--- src/rtl/nearest_hit_collector_pkg.sv ---
// Shared types for the nearest-hit collector: word widths, "no hit" distance,
// per-box hit record and the collector state encoding.
package nearest_hit_collector_pkg;

    localparam int WIDTH = 16;

    localparam logic signed [WIDTH-1:0] MAX_16 = {1'b0, {(WIDTH-1){1'b1}}};

    localparam int NHC_MAX_BOXES = 64;
    localparam int CNT_W         = $clog2(NHC_MAX_BOXES + 1);

    typedef struct packed {
        logic                    hit;
        logic signed [WIDTH-1:0] tmin;
        logic [CNT_W-1:0]        idx;
    } HitRecord;

    typedef enum logic [1:0] {
        NHC_IDLE    = 2'd0,
        NHC_COLLECT = 2'd1,
        NHC_REPORT  = 2'd2
    } NhcState;

endpackage

--- src/rtl/nearest_hit_collector_min_select.sv ---
// Combinational selector: keeps the current best record unless the incoming
// record is a hit with a strictly smaller signed tmin (first arrival wins ties).
module hit_min_select
    import nearest_hit_collector_pkg::*;
(
    input  HitRecord cur_best,
    input  HitRecord incoming,
    output HitRecord new_best
);

    logic take_s;

    // Pick the closer of the two records.
    always_comb begin
        take_s   = 1'b0;
        new_best = cur_best;
        if (incoming.hit && ($signed(incoming.tmin) < $signed(cur_best.tmin))) begin
            take_s = 1'b1;
        end else begin
            take_s = 1'b0;
        end
        if (take_s) begin
            new_best = incoming;
        end else begin
            new_best = cur_best;
        end
    end

endmodule

--- src/rtl/nearest_hit_collector.sv ---
// Nearest-hit collector: gathers per-box slab-test results of one ray and reports
// the closest hit over valid/ready. Optional watchdog: define NHC_TIMEOUT_EN.
module nearest_hit_collector
    import nearest_hit_collector_pkg::*;
#(
    parameter int                      MAX_BOXES = NHC_MAX_BOXES,
    parameter logic signed [WIDTH-1:0] TMIN_INIT = MAX_16,
    parameter int                      TIMEOUT   = 1024
) (
    input  logic             clk,
    input  logic             reset_n,
    input  logic             ray_start,
    input  logic [CNT_W-1:0] box_count,
    input  logic             hit_valid,
    input  logic             hit,
    input  logic [WIDTH-1:0] hit_tmin,
    output logic             busy,
    output logic             out_valid,
    input  logic             out_ready,
    output logic             any_hit,
    output logic [WIDTH-1:0] nearest_tmin,
    output logic [CNT_W-1:0] nearest_idx,
    output logic             protocol_err,
    output logic             timeout
);

    localparam logic [CNT_W-1:0] MAX_BOXES_C = CNT_W'(MAX_BOXES);
    localparam HitRecord         BEST_INIT_C = '{hit: 1'b0, tmin: TMIN_INIT, idx: {CNT_W{1'b0}}};

    NhcState          state_r;
    NhcState          state_nxt_s;
    logic [CNT_W-1:0] target_r;
    logic [CNT_W-1:0] rcv_cnt_r;
    logic [CNT_W-1:0] box_clamped_s;
    HitRecord         best_r;
    HitRecord         cand_s;
    HitRecord         new_best_s;
    logic             accept_start_s;
    logic             collect_hit_s;
    logic             last_s;
    logic             drop_s;
    logic             wd_fire_s;
    logic             protocol_err_r;
    logic             out_valid_r;
    logic             busy_r;

    assign box_clamped_s  = (box_count > MAX_BOXES_C) ? MAX_BOXES_C : box_count;
    assign accept_start_s = (state_r == NHC_IDLE) && ray_start;
    assign collect_hit_s  = (state_r == NHC_COLLECT) && hit_valid;
    assign last_s         = collect_hit_s && ((rcv_cnt_r + CNT_W'(1)) == target_r);
    assign drop_s         = hit_valid && (state_r != NHC_COLLECT);
    assign cand_s         = '{hit: hit, tmin: hit_tmin, idx: rcv_cnt_r};

    hit_min_select u_min_select (
        .cur_best (best_r),
        .incoming (cand_s),
        .new_best (new_best_s)
    );

`ifdef NHC_TIMEOUT_EN
    localparam int WD_W = $clog2(TIMEOUT + 1);

    logic [WD_W-1:0] wd_cnt_r;
    logic            timeout_r;

    assign wd_fire_s = (state_r == NHC_COLLECT) && !hit_valid &&
                       (wd_cnt_r == WD_W'(TIMEOUT - 1));

    // Watchdog: counts idle COLLECT cycles, restarted by every arriving result.
    always_ff @(posedge clk or negedge reset_n) begin
        if (!reset_n) begin
            wd_cnt_r <= {WD_W{1'b0}};
        end else if ((state_r != NHC_COLLECT) || hit_valid) begin
            wd_cnt_r <= {WD_W{1'b0}};
        end else begin
            wd_cnt_r <= wd_cnt_r + WD_W'(1);
        end
    end

    // Timeout qualifier travels with the result until the next ray is accepted.
    always_ff @(posedge clk or negedge reset_n) begin
        if (!reset_n) begin
            timeout_r <= 1'b0;
        end else if (accept_start_s) begin
            timeout_r <= 1'b0;
        end else if (wd_fire_s) begin
            timeout_r <= 1'b1;
        end else begin
            timeout_r <= timeout_r;
        end
    end

    assign timeout = timeout_r;
`else
    logic unused_timeout_s;

    assign unused_timeout_s = (TIMEOUT > 0);
    assign wd_fire_s        = 1'b0;
    assign timeout          = 1'b0;
`endif

    // State register.
    always_ff @(posedge clk or negedge reset_n) begin
        if (!reset_n) begin
            state_r <= NHC_IDLE;
        end else begin
            state_r <= state_nxt_s;
        end
    end

    // Next-state decode.
    always_comb begin
        state_nxt_s = state_r;
        case (state_r)
            NHC_IDLE: begin
                if (ray_start) begin
                    if (box_clamped_s == {CNT_W{1'b0}}) begin
                        state_nxt_s = NHC_REPORT;
                    end else begin
                        state_nxt_s = NHC_COLLECT;
                    end
                end else begin
                    state_nxt_s = NHC_IDLE;
                end
            end
            NHC_COLLECT: begin
                if (last_s || wd_fire_s) begin
                    state_nxt_s = NHC_REPORT;
                end else begin
                    state_nxt_s = NHC_COLLECT;
                end
            end
            NHC_REPORT: begin
                if (out_ready) begin
                    state_nxt_s = NHC_IDLE;
                end else begin
                    state_nxt_s = NHC_REPORT;
                end
            end
            default: begin
                state_nxt_s = NHC_IDLE;
            end
        endcase
    end

    // Per-ray datapath: target latch, arrival counter and running best record.
    always_ff @(posedge clk or negedge reset_n) begin
        if (!reset_n) begin
            target_r  <= {CNT_W{1'b0}};
            rcv_cnt_r <= {CNT_W{1'b0}};
            best_r    <= BEST_INIT_C;
        end else if (accept_start_s) begin
            target_r  <= box_clamped_s;
            rcv_cnt_r <= {CNT_W{1'b0}};
            best_r    <= BEST_INIT_C;
        end else if (collect_hit_s) begin
            target_r  <= target_r;
            rcv_cnt_r <= rcv_cnt_r + CNT_W'(1);
            best_r    <= new_best_s;
        end else begin
            target_r  <= target_r;
            rcv_cnt_r <= rcv_cnt_r;
            best_r    <= best_r;
        end
    end

    // Sticky flag for results that arrived while nobody was collecting.
    always_ff @(posedge clk or negedge reset_n) begin
        if (!reset_n) begin
            protocol_err_r <= 1'b0;
        end else if (drop_s) begin
            protocol_err_r <= 1'b1;
        end else begin
            protocol_err_r <= protocol_err_r;
        end
    end

    // Status outputs registered from the next state so they align with it.
    always_ff @(posedge clk or negedge reset_n) begin
        if (!reset_n) begin
            out_valid_r <= 1'b0;
            busy_r      <= 1'b0;
        end else begin
            out_valid_r <= (state_nxt_s == NHC_REPORT);
            busy_r      <= (state_nxt_s != NHC_IDLE);
        end
    end

    assign busy         = busy_r;
    assign out_valid    = out_valid_r;
    assign any_hit      = best_r.hit;
    assign nearest_tmin = best_r.tmin;
    assign nearest_idx  = best_r.idx;
    assign protocol_err = protocol_err_r;

endmodule

--- config.mk ---
export PLATFORM = sky130hd
export DESIGN_NAME = nearest_hit_collector
export DESIGN_NICKNAME = d
export VERILOG_FILES = /design/src/rtl/nearest_hit_collector_pkg.sv /design/src/rtl/nearest_hit_collector_min_select.sv /design/src/rtl/nearest_hit_collector.sv
export SDC_FILE = /design/constraint.sdc
export NUM_CORES = 1
export LEC_CHECK = 0
export ABC_AREA = 1
export CORE_MARGIN = 2
export CORE_UTILIZATION = 50
export CTS_CLUSTER_DIAMETER = 60
export DETAILED_ROUTE_END_ITERATION = 10
export HOLD_SLACK_MARGIN = 0.02
export PLACE_DENSITY = 0.85
export SETUP_SLACK_MARGIN = 0.2
export SLEW_MARGIN = 20
export SYNTH_ARGS = -nofsm -noshare
export SYNTH_HDL_FRONTEND = slang
export SYNTH_HIERARCHICAL = 1
export SYNTH_SLANG_ARGS = --single-unit
--- constraint.sdc ---
create_clock -name clk -period 2.7 [get_ports clk]
set_input_delay 0.54 -clock clk [delete_from_list [all_inputs] [get_ports clk]]
set_output_delay 0.54 -clock clk [all_outputs]
set_load 0.03 [all_outputs]
**Word-level counts from Yosys, hierarchy flattened**

Index checks and enable logic that the tools add are counted.
W data, S select, Z words.

- Bits in registers: 43
- Bits of input ports: 29
- Output and inout port bits: 28
- Word-level logic and storage cells: 40

- $add $sub $neg: 1
- $lt $le $gt $ge: 2
- Equal/unequal tests: 5
- Multiplexer cells: 12
- Reduce and logical (&&, ||, !) cells: 11

Operators by type and width:

| cell | number |
|---|---|
| $mux W24 | 3 |
| $mux W7 | 3 |
| $lt A16 B16 Y1 | 1 |
| $mux W2 | 4 |
| $add A7 B1 Y7 const B | 1 |
| $eq A7 B7 Y1 | 1 |
| $gt A7 B7 Y1 const B | 1 |
| $logic_not A7 Y1 | 1 |
| $pmux W2 S3 | 1 |
| $reduce_bool A2 Y1 | 3 |
| $logic_and A1 B1 Y1 | 5 |
| $eq A2 B2 Y1 const B | 2 |
| $eq A2 B1 Y1 const B | 1 |
| $logic_not A2 Y1 | 1 |
| $ne A2 B1 Y1 const B | 1 |
| $reduce_and A2 Y1 | 1 |
| $mux W1 | 1 |

**Longest topological paths before layout**

Gate-level depths: netlist (run 1).

- Depth in word-level cells: 7
- Depth in mapped cells: 17

**Modules after synthesis**

The synthesis (run 1) kept the hierarchy.

Modules (own cells, without submodules):

| module | instances | cells each | area each (um2) | sequential area each (um2) |
|---|---|---|---|---|
| nearest_hit_collector | 1 | 225 | 1,976.9 | 1,094.8 |
| hit_min_select | 1 | 150 | 817.0 | 0.0 |

**Worst setup path before layout (run 1)**

No wires, ideal clock.

- Path kind: register to register
- Start: register best_r (netlist bit nearest_tmin[5])
- End: register best_r (netlist bit nearest_tmin[1])
- Data arrival time: 2.095 ns
- Data required time: 2.620 ns
- Slack: 0.526 ns
- Cell stages (with the launch flop): 15
- Buffers on the path: 1
- Clock period less this slack: 2.174 ns
- Path through: dfstp_2 > inv_1 > ha_1 > a21oi_1 > nor2_1 > nor3_2 > nand2_1 > nand2_1 > nand2_1 > nand2_2 > nand3_4 > buf_6 > nand2_1 > nand2_1 > o22a_1

- Word-level cells in the longest chain between the ends: 5

RTL lines:

| element | line | RTL |
|---|---|---|
| start, declared | nearest_hit_collector.sv:35 | `HitRecord best_r;` |
| start signal, assigned | nearest_hit_collector.sv:159 | `best_r <= new_best_s;` |
| start signal, assigned | nearest_hit_collector.sv:163 | `best_r <= best_r;` |
| $lt A16 B16 Y1 | nearest_hit_collector_min_select.sv:17 | `if (incoming.hit && ($signed(incoming.tmin) < $signed(cur_best.tmin))) begin` |
| $logic_and A1 B1 Y1 | nearest_hit_collector_min_select.sv:17 |  |
| $mux W1 | nearest_hit_collector_min_select.sv:17 |  |
| $reduce_bool A2 Y1 (no line) | -- |  |
| $reduce_and A2 Y1 (no line) | -- |  |

No other way between the ends.
A chain may end at the register's enable or synchronous reset.

**Worst setup path after layout (run 1)**

- Start: input hit_tmin[5]
- End: register best_r (netlist bit nearest_tmin[12])

- Word-level cells in the longest chain between the ends: 5

RTL lines:

| element | line | RTL |
|---|---|---|
| start, declared | nearest_hit_collector.sv:16 | `input logic [WIDTH-1:0] hit_tmin,` |
| $lt A16 B16 Y1 | nearest_hit_collector_min_select.sv:17 |  |
| $logic_and A1 B1 Y1 | nearest_hit_collector_min_select.sv:17 |  |
| $mux W1 | nearest_hit_collector_min_select.sv:17 |  |
| $reduce_bool A2 Y1 (no line) | -- |  |
| $reduce_and A2 Y1 (no line) | -- |  |

No other way between the ends.

==> results of run 1 <==
[cell usage in the layout, fill, tap and decap left out]
cell	synthesis	layout
o211ai_1	1	1
a21oi_1	7	7
o22ai_1	7	7
inv_1	55	55
dfrtp_1	28	28
conb_1	1	1
o21ai_2	1	1
o21ai_0	8	8
nand2_1	125	125
buf_4	2	6
clkbuf_1	4	1
xnor2_1	1	1
nor2_1	13	13
nand3_1	26	26
nor2_2	1	1
buf_8	0	1
nand3_2	1	2
nand2_4	0	1
a21o_1	1	1
dfstp_2	15	15
nand3_4	1	2
clkdlybuf4s50_1	0	54
o22a_1	13	13
o21ai_1	2	2
buf_2	6	1
clkbuf_8	0	7
ha_1	16	16
nor3_2	1	1
nand4_1	26	26
nand2_2	8	7
nor2_4	2	2
[final timing paths]
kind | cells past startpoint | start | end
max in group asynchronous | 1 | reset_n | rcv_cnt_r[2]
min in group clk | 1 | protocol_err | protocol_err
worst min-delay path | 1 | reset_n | target_r[0]
worst max-delay path | 12 | hit_tmin[5] | nearest_tmin[12]
worst max register to register | 12 | nearest_tmin[5] | nearest_tmin[12]
worst min register to register | 1 | protocol_err | protocol_err
[metal layers]
layer | track usage (%) | routed length, microns | vias to the layer above
met5 | 0 | 0 | -
met4 | 8.77 | 66 | 0
met3 | 4.66 | 402 | 7
met2 | 41.3 | 3370 | 76
met1 | 26.5 | 2940 | 1283
li1 | - | - | 1346
[flip-flops by register name (all words and copies together), names as in the netlist]
signal        cells
any_hit           1
busy              1
nearest_idx       7
nearest_tmin     16
out_valid         1
protocol_err      1
rcv_cnt_r         7
state_r           2
target_r          7
[power breakdown]
| group | leakage (nW) | internal (W) | switching, W | total [W] |
|---|---|---|---|---|
| logic | 1.28 | 0.000858 | 0.00129 | 0.00215 |
| registers | 0.517 | 0.000975 | 0.000245 | 0.00122 |
| clock network | 0.0515 | 0.000233 | 0.000212 | 0.000446 |
| total | 1.85 | 0.00207 | 0.00175 | 0.00382 |
[cell type report]
class / count / area share, %
Clock buffer: 8 / 2.83
Inverter: 55 / 5.84
Multi-Input combinational cell: 264 / 40.7
Sequential cell: 43 / 31.0
Tap cell: 72 / 2.55
Timing Repair Buffer: 62 / 17.1
[kinds of logic after synthesis]
family                   after synthesis
other                                  1
XOR/XNOR                               1
flip-flops                            43
buffers and inverters                 70
AND/OR/NAND/NOR                      204
AO/OA/AOI/OAI                         40
adder cells (fa/ha/maj)               16
[per-stage QoR]
stage	util [%]	instances	total power (W)	hold WS (ns)
floorplan	-	375	0.00265	0.244
global placement	62.4	494	0.00323	0.440
detailed placement	62.4	494	0.00331	0.444
global route	65.0	504	0.00413	0.461
CTS	64.3	502	0.00377	0.416
finish	65.0	504	0.00382	0.395
[timing repair]
item / CTS / global route
hold endpoints to repair: 0 / 0
hold buffers: 0 / 0
resized for setup: 0 / 4
endpoints found under the setup margin: 0 / 23
==> metrics.md, run 1 <==
| Metric | Value |
|---|---|
| Area of placed instances | 3400 sq um |
| Syn_nets | 420 |
| Drt total wl | 6780 microns |
| Element type at the critical path end | flop |
| # nets final | 476 |
| Highest Clock Rate | 422 MHz |
| Max-Slew Margin vs Limit | 36.8% |
| Clk slew on worst S/H paths | 0.07 ns |
| Via-per-instance ratio | 5.38 |
| Largest cells by area after synthesis | dfrtp_1 25%, nand2_1 17%, dfstp_2 14%, inv_1 7.4%, ha_1 7.2% |
| Fin crit share | 87.7% |
| Die area | 6200 sq um |
| Number of synthesized flops with an enable pin | 0 |
| Initial Util | 51.4% |
| Synth cell types | 29 |
| Delay-heaviest family, CP | buffers and inverters |
| Antenna fix cells | 0 |
| Area of the multi-input gates | 1440 sq um |
| Synth warnings | 6 |
| CTS max path bufs | 2 |
| Design area | 3540 sq um |
| Pins Over Slew Limit | 0 |
| Worst-margin pin slew | ~0.95 ns |
| CP Cell Sequence | clkdlybuf4s50_1 -> ha_1 -> a21oi_1 -> nor2_1 -> nor3_2 -> nand2_1 -> nand2_1 -> nand3_2 -> buf_4 -> nand4_1 -> nand2_1 -> o22a_1 |
| Min-Delay Path Class | in -> async |
| Wire per inst | 13.4 microns |
| Post-synth top area share | around a quarter |
| Maximum vdd drop | 0.605 mV |
| Seq/Total Area, Yosys | about two fifths |
| CP Class | in -> reg |
| Top_reg_cell synth | dfrtp_1 |
| Area delta synth->final | 26.6% |
| Number of I/O pins | 57 |
| Most used cell, CP | nand2_1 |
| Initial antenna violation count | 0 |
| Worst slack, placed | around 0.044 ns |
| TritonCTS clock tree | done |
| Fin Setup TNS | 0 ns |
| Unrepaired setup endpoints after global routing | true |
| Synth async-reset ratio | 100% |
| Largest family of logic cells by synthesized area | simple AND/OR/NAND/NOR gates |
| Total number of vias | 2,712 |
| Post-CTS Setup Inserts | 0 |
| H-tree levels | 2 |
| Worst setup margin | roughly 0.33 ns |
| Leakage | around 1.9 nW |
| First-pass GRT wire length | 11,300 microns |
| Grt ovf | 0 |
| Num CTS Buffers | 5 |
| Crit path required time | 2.93 ns |
| CP max stage delay | 0.48 ns |
| Iteration-0 DRC Markers | 165 |
| Core box area | 5440 sq um |
| DRT Pass-1 Iters | 4 |
| Root buf cell | clkbuf_8 |
| Syn_area_per_cell | 7.45 sq um |
| Die Wd | roughly 79 microns |
| Status | finished, final reports clean |
| Final setup vio count | 0 |
| Share of layout cells above drive strength 1 | 10.9% |
| Post-Synth Simple-Gate Area | 33.2% |
| Site row count | 27 |
| Commonest cells post-synth | 125 x nand2_1, 55 x inv_1, 28 x dfrtp_1 |
| Xor-xnor portion of the synthesized cell area | 0.313% |
| Syn Inst Count | 375 |
| Crit-path max FO | 13 |
| Slowest cell on the critical path | clkdlybuf4s50_1 |
| Final Skew | 0.00423 ns |
| Clock Sinks | 43 |
| Die Ht | 78.8 microns |
| Filler cell count | 475 |
| Proportion of synthesized area in mux cells | 0% |
| Antenna viol nets, final | 0 |
| Clock Latency Late Sink | 0.30 ns |
| Final Hold Fails | 0 |
| CP Data Arrival Time | 2.59 ns |
| Storage element area | 1090 sq um |
| Number of synthesized register bits | 43 |
| Vias in the first global route | 2,692 |
| GRT Total Usage | a little under a quarter |
| R2r setup slk | approximately 0.40 ns |
| Maxcap violations | 0 |
| RD Place Congestion | ~0.87 |
| Yosys top cell by area | dfrtp_1 |
| Worst setup SP type | input pin |
| CP Buf/Inv Count | 2 |
| Power per Cell Area | about 1100 nW/um^2 |
| Synthesized cell area | between 2000 and 3000 sq um |
| DRC | 0 |
| Largest net degree at the start of global routing | 44 |
| IO buf count | 55 |
| Final Critical Period | 2.37 ns |
| Adder-Cell Fraction of Synth Area | about 7% |
| Dpl hpwl | approximately 4600 microns |
| Compound-gate portion of the synthesized area | 9.54% |
| Most instantiated library cell after synthesis | nand2_1 |
Note: power is estimated with default switching activity, not from simulation.
==> run 2: changes to the inputs <==
GPL_ROUTABILITY_DRIVEN = 0   (was unset)
==> results of run 2 <==
Final layout, timing and power as in run 1 (identical DEF).
